File: config.mk
export PLATFORM = sky130hd
export DESIGN_NAME = mul_add_seq
export DESIGN_NICKNAME = d
export VERILOG_FILES = /design/src/rtl/mul_add_seq.sv
export SDC_FILE = /design/constraint.sdc
export NUM_CORES = 1
export LEC_CHECK = 0
export CAP_MARGIN = 40
export CORE_UTILIZATION = 44
export DETAILED_ROUTE_END_ITERATION = 7
export GPL_TIMING_DRIVEN = 0
export PLACE_DENSITY_LB_ADDON = 0.05
export RECOVER_POWER = 50
export SKIP_LAST_GASP = 1
export SLEW_MARGIN = 10
export SYNTH_ARGS = -nofsm -noshare
export SYNTH_HDL_FRONTEND = slang
export SYNTH_SLANG_ARGS = --single-unit
File: constraint.sdc
create_clock -name clk -period 3.6 [get_ports clk]
set_input_delay 0.72 -clock clk [delete_from_list [all_inputs] [get_ports clk]]
set_output_delay 0.72 -clock clk [all_outputs]
set_load 0.05 [all_outputs]
File: src/rtl/mul_add_seq.sv
// Sequential shift-and-add multiply-accumulate: result = factor_a * factor_b + addend.
// Optional MUL_ADD_SEQ_EARLY_EXIT_EN ends RUN as soon as the remaining multiplier bits are zero.
module mul_add_seq #(
    parameter int WA = 8,
    parameter int WB = 8
) (
    input  logic               clk,
    input  logic               rst_n,
    input  logic               start,
    input  logic [WA-1:0]      factor_a,
    input  logic [WB-1:0]      factor_b,
    input  logic [WB-1:0]      addend,
    output logic [WA+WB-1:0]   result,
    output logic               busy,
    output logic               done
);

    localparam int W  = WA + WB;
    localparam int SW = (WA > 1) ? $clog2(WA) : 1;

    typedef enum logic [1:0] {IDLE, RUN, DONE} state_t;

    state_t        state_reg, state_next;
    logic [WA-1:0] a_reg, a_next;
    logic [W-1:0]  b_reg, b_next;
    logic [W-1:0]  acc_reg, acc_next;
    logic [W-1:0]  result_reg, result_next;
    logic [SW-1:0] step_reg, step_next;
    logic [W-1:0]  acc_sum;
    logic          last_step;

    always_ff @(posedge clk or negedge rst_n) begin
        if (!rst_n) begin
            state_reg  <= IDLE;
            a_reg      <= '0;
            b_reg      <= '0;
            acc_reg    <= '0;
            result_reg <= '0;
            step_reg   <= '0;
        end else begin
            state_reg  <= state_next;
            a_reg      <= a_next;
            b_reg      <= b_next;
            acc_reg    <= acc_next;
            result_reg <= result_next;
            step_reg   <= step_next;
        end
    end

    // a_reg shifts right and b_reg shifts left, so bit 0 of a_reg is always the current step's bit.
    always_comb begin
        acc_sum = a_reg[0] ? (acc_reg + b_reg) : acc_reg;
    end

    always_comb begin
        last_step = (step_reg == SW'(WA - 1));
`ifdef MUL_ADD_SEQ_EARLY_EXIT_EN
        if ((a_reg >> 1) == '0) begin
            last_step = 1'b1;
        end
`endif
    end

    always_comb begin
        state_next  = state_reg;
        a_next      = a_reg;
        b_next      = b_reg;
        acc_next    = acc_reg;
        result_next = result_reg;
        step_next   = step_reg;
        case (state_reg)
            IDLE, DONE: begin
                state_next = IDLE;
                if (start) begin
                    a_next     = factor_a;
                    b_next     = W'(factor_b);
                    acc_next   = W'(addend);
                    step_next  = '0;
                    state_next = RUN;
`ifdef MUL_ADD_SEQ_EARLY_EXIT_EN
                    if (factor_a == '0) begin
                        state_next  = DONE;
                        result_next = W'(addend);
                    end
`endif
                end
            end
            RUN: begin
                acc_next  = acc_sum;
                a_next    = a_reg >> 1;
                b_next    = b_reg << 1;
                step_next = step_reg + 1'b1;
                if (last_step) begin
                    state_next  = DONE;
                    result_next = acc_sum;
                end
            end
            default: begin
                state_next = IDLE;
            end
        endcase
    end

    assign result = result_reg;
    assign busy   = (state_reg == RUN);
    assign done   = (state_reg == DONE);

endmodule

Word level (Yosys, flattened, before mapping):

Cells that the tools add are included.

* bits in latches: 0
* memory bits (writable): 0
* word-level logic and storage cells: 30
* input port bits: 27
* register bits: 61
* memories: 0
* output and inout port bits: 18
* memory bits (read-only): 0

* order comparisons: 0
* reductions and logical operators: 5
* $add $sub $neg: 2
* $mul: 0
* shifts and indexed selects: 0
* mux-type cells: 12
* eq/ne operators: 5
* bitwise gates (word level): 0
* divide/modulo/power cells: 0

Operators with widths (count)
* $pmux W16 S2: 2
* $mux W16: 3
* $add A16 B16 Y16: 1
* $pmux W8 S2: 1
* $mux W8: 1
* $pmux W3 S2: 1
* $pmux W2 S2: 1
* $reduce_and A2 Y1: 2
* $add A3 B1 Y3 const B: 1
* $eq A3 B3 Y1 const B: 1
* $mux W3: 1
* $eq A2 B1 Y1 const B: 1
* $eq A2 B2 Y1 const B: 1
* $logic_not A2 Y1: 1
* $mux W2: 1
* $ne A2 B1 Y1 const B: 1
* $ne A2 B2 Y1 const B: 1
* $reduce_bool A2 Y1: 1
* $reduce_or A2 Y1: 1
* $mux W1: 1

Longest topological paths before layout:

Gate-level depths: netlist of run 1.

* word-level depth: 4
* mapped depth: 9
* depth with buffers taken out: 8

Worst setup path before layout of run 1:

No wires, ideal clock.

* kind: register to register
* from: register b_reg[0]
* to: register result_reg[14] (netlist: result[14])
* period minus slack after synthesis: 2.537 ns
* path slack: 1.063 ns
* stages on the path, launching flop included: 9
* arrival time: 2.468 ns
* data required time: 3.531 ns
* library setup time: 0.069 ns
* path buffers: 0
* cell sequence: dfrtp_1 ha_1 fa_1 a21o_1 a311oi_2 o32ai_1 a221o_1 or3_1 nand3_1

* cells in the longest elaborated chain, start to end: 2

Ends and longest elaborated chain
* start, declared: line 25 `logic [W-1:0] b_reg, b_next;`
* start signal, assigned: line 43 `b_reg <= b_next;`
* $add A16 B16 Y16: line 52 `acc_sum = a_reg[0] ? (acc_reg + b_reg) : acc_reg;`
* $mux W16: line 52
* end signal, assigned: line 45 `result_reg <= result_next;`
* end, declared: line 27 `logic [W-1:0] result_reg, result_next;`

No other way between the ends.
A chain may end at the register's enable or synchronous reset.

Worst setup path in the final report of run 1:

* from: register state_reg[1]
* to: output busy

* cells in the longest elaborated chain, start to end: 1

Ends and longest elaborated chain
* start, declared: line 23 `state_t state_reg, state_next;`
* start signal, assigned: line 41 `state_reg <= state_next;`
* $eq A2 B1 Y1: line 105 `assign busy = (state_reg == RUN);`
* end, declared: line 14 `output logic busy,`

No other way between the ends.

==> flow_summary.json, run 1 <==
{
  "r2r_setup_slack_ns": 0.80,
  "placementRows": 31,
  "grt-ovfl-total": 0,
  "required_ns": 2.88,
  "maxSlewViolCount": 61,
  "insertion_delay_ns": 0.34,
  "synth-async-reset-ratio_pct": 100,
  "synthCells": 355,
  "path_max_fanout": 10,
  "grt_most_used_layer": "met2",
  "slowest_stage": "clkdlybuf4s50_1",
  "pre_cts_ws_ns": 0.686,
  "status": "complete, but fails checks",
  "first_pass_iters": 4,
  "start_util_pct": 45.7,
  "hp-class": "reg2reg",
  "ys_seq_elements": 61,
  "end_kind": "primary output",
  "cp_num_cells": 5,
  "fin_crit_ns": 3.27,
  "grt_use_met1_pct": 32.2,
  "antenna_found_initial": 0,
  "chipHeight_microns": 89.0,
  "fin_skew_ns": 0.0107,
  "ys_warn_count": 0,
  "synth_edf_count": 0,
  "layout_common_cells": "dfrtp_1, nand2_1, clkdlybuf4s50_1",
  "hold_buffers": 0,
  "worstSetupStartpoint": "state_reg[1]",
  "setup_viol": 0,
  "placed_cells": 498,
  "cts_tree": "yes",
  "worst_setup_path_start_kind": "register",
  "diodes": 0,
  "portBuffers": 44,
  "cts_inserted_buffers": 9,
  "max_freq_mhz": 306,
  "fin_crit_sh_pct": 90.7,
  "place_hpwl_microns": 6140,
  "use_met2_pct": 36.4,
  "drtAntennaViolNets": 0,
  "clkSinkCount": 61,
  "cap_violations": 1,
  "cp_cell_sequence": "nand2b_1 -> clkbuf_1 -> inv_2 -> buf_1 -> clkdlybuf4s50_1",
  "finalWeightedCongestion": 0.904,
  "synthFlopType": "dfrtp_1",
  "r2r-start": "b_reg[0]",
  "vias_per_cell": 5.53,
  "stdcell_count": 514,
  "rsz0062_at_grt": "no",
  "grt_start_max_net_pins": 62,
  "core_area_sq_um": 7290,
  "die_x_microns": 89.0,
  "failed_checks": "capacitance limit, slew limit",
  "crit_family": "buffers and inverters",
  "grt_pass1_wl_microns": 13500,
  "syn_area_per_cell_sq_um": 9.39,
  "area_growth_pct": 21.8,
  "r2r_end": "result[14]",
  "cts-htree-levels": 3,
  "use_met3_pct": 2.95,
  "synth_area_sq_um": 3330,
  "synth_nets": 400,
  "layout_commonest_cell": "dfrtp_1",
  "drt_iter0_markers": 129,
  "avgRoutedWirePerCell_microns": 16.4,
  "cpPeakStageDelay_ns": 0.89,
  "die-area_sq_um": 7930,
  "crit_arrival_ns": 2.55,
  "cts_setup_buffers": 0,
  "finalHoldViolations": 0,
  "tightest_slew_ns": 1.51,
  "totalWireLength_microns": 8430,
  "clkTransAtPathRegs_ns": 0.07,
  "rr_worst_depth": 8,
  "fin_ws_ns": 0.335,
  "cts_resized": 0,
  "cts_root_buf": "clkbuf_8",
  "max_slew_margin_pct": -0.368,
  "synth_cell_type_count": 46,
  "seq_area_frac_synth_pct": 45.8,
  "layout.nets": 455,
  "drc": 0,
  "grt_usage_pct": 22.8,
  "io_pins": 45,
  "clock_path_buffers": 2,
  "cp.buffers_inverters": 4,
  "grt_pass1_vias": 2739,
  "crit_type": "reg2out",
  "drive_above_1_share_pct": 6.27,
  "fill_cells": 717,
  "via_count": 2840,
  "endpoint": "busy"
}
[stage by stage]
step	hold WS (ns)	area (sq um)	TNS, ns	utilization (%)
after CTS	0.470	4060	0	55.7
after global routing	0.477	4060	0	55.7
final	0.462	4060	0	55.7
after detailed placement	0.455	3890	0	53.4
after floorplan	0.424	3330	0	-
after global placement	0.454	3900	-12.11	53.4
[layer usage]
metal	up-vias	routed length [microns]	part of all wire, %
met5	-	0	0
met4	0	143	1.7
met3	13	270	3.2
met2	54	3760	45
met1	1373	4250	50
li1	1400	-	-
[worst register-to-register path, delay by kind of cell, from the launching register on]
kind                     cells  cell delay (ns)
AO/OA/AOI/OAI                4             1.17
adder cells (fa/ha/maj)      2             0.67
flip-flops                   1             0.43
AND/OR/NAND/NOR              2             0.45
[cells in the mapped netlist (6+ instances only)]
cell | number | area share (%)
a31oi_1 | 15 | 2.8
a22o_1 | 12 | 3.2
mux2i_1 | 8 | 2.4
clkbuf_1 | 17 | 1.9
o21ai_0 | 29 | 4.4
nor2_1 | 20 | 2.3
a21o_1 | 7 | 1.6
nand2_1 | 58 | 6.5
ha_1 | 17 | 6.4
xnor2_1 | 9 | 2.4
a21oi_1 | 21 | 3.2
dfrtp_1 | 61 | 46
nor3b_1 | 6 | 1.4
nand3_1 | 11 | 1.7
[worst min path at each step]
stage,from,to,slack [ns],cells after the start
final,result[5],result[5],0.46,2
after global routing,result[5],result[5],0.48,2
after CTS,rst_n,result[0],0.47,1
after detailed placement,result[5],result[5],0.45,2
after global placement,result[5],result[5],0.45,2
after floorplan,rst_n,a_reg[0],0.42,0
[final cells by class]
cell class                      instances  area (sq um)  area share (%)
Multi-Input combinational cell        268          1710            42.1
Sequential cell                        61          1530            37.6
Timing Repair Buffer                   44           435            10.7
Clock buffer                            9           124            3.05
Tap cell                               99           124            3.05
Buffer                                 21          80.1            1.97
Clock inverter                          7          42.5            1.05
Inverter                                5          18.8           0.462
[kinds of logic (layout without fill, tap and decap cells)]
| group | count (synthesis) | after routing | share of synthesized area [%] |
|---|---|---|---|
| AND/OR/NAND/NOR | 120 | 120 | 16.9 |
| AO/OA/AOI/OAI | 108 | 108 | 21.1 |
| flip-flops | 61 | 61 | 45.8 |
| buffers and inverters | 26 | 86 | 2.97 |
| adder cells (fa/ha/maj) | 18 | 18 | 6.98 |
| XOR/XNOR | 12 | 12 | 3.15 |
| multiplexers | 10 | 10 | 3.08 |
Power of run 1 is left out: the tool's default activity adds up to more than one toggle a clock period on the data nets, which glitch-free logic cannot reach.
==> run 2: changes to the inputs <==
--- a/config.mk
+++ b/config.mk
@@ -5,6 +5,7 @@
 export SDC_FILE = /design/constraint.sdc
 export NUM_CORES = 1
 export LEC_CHECK = 0
+export ABC_CLOCK_PERIOD_IN_PS = 3600
 export CAP_MARGIN = 40
 export CORE_UTILIZATION = 44
 export DETAILED_ROUTE_END_ITERATION = 7
==> results of run 2 <==
Same layout as run 1: the final DEF is identical, and so are final timing and power.
Power of run 2 is left out for the same reason.
==> run 3: changes to the inputs <==
--- a/config.mk
+++ b/config.mk
@@ -6,7 +6,6 @@
 export NUM_CORES = 1
 export LEC_CHECK = 0
 export ABC_CLOCK_PERIOD_IN_PS = 3600
-export CAP_MARGIN = 40
 export CORE_UTILIZATION = 44
 export DETAILED_ROUTE_END_ITERATION = 7
 export GPL_TIMING_DRIVEN = 0
==> results of run 3 <==
Same layout as run 1: the final DEF is identical, and so are final timing and power.
Power of run 3 is left out for the same reason.
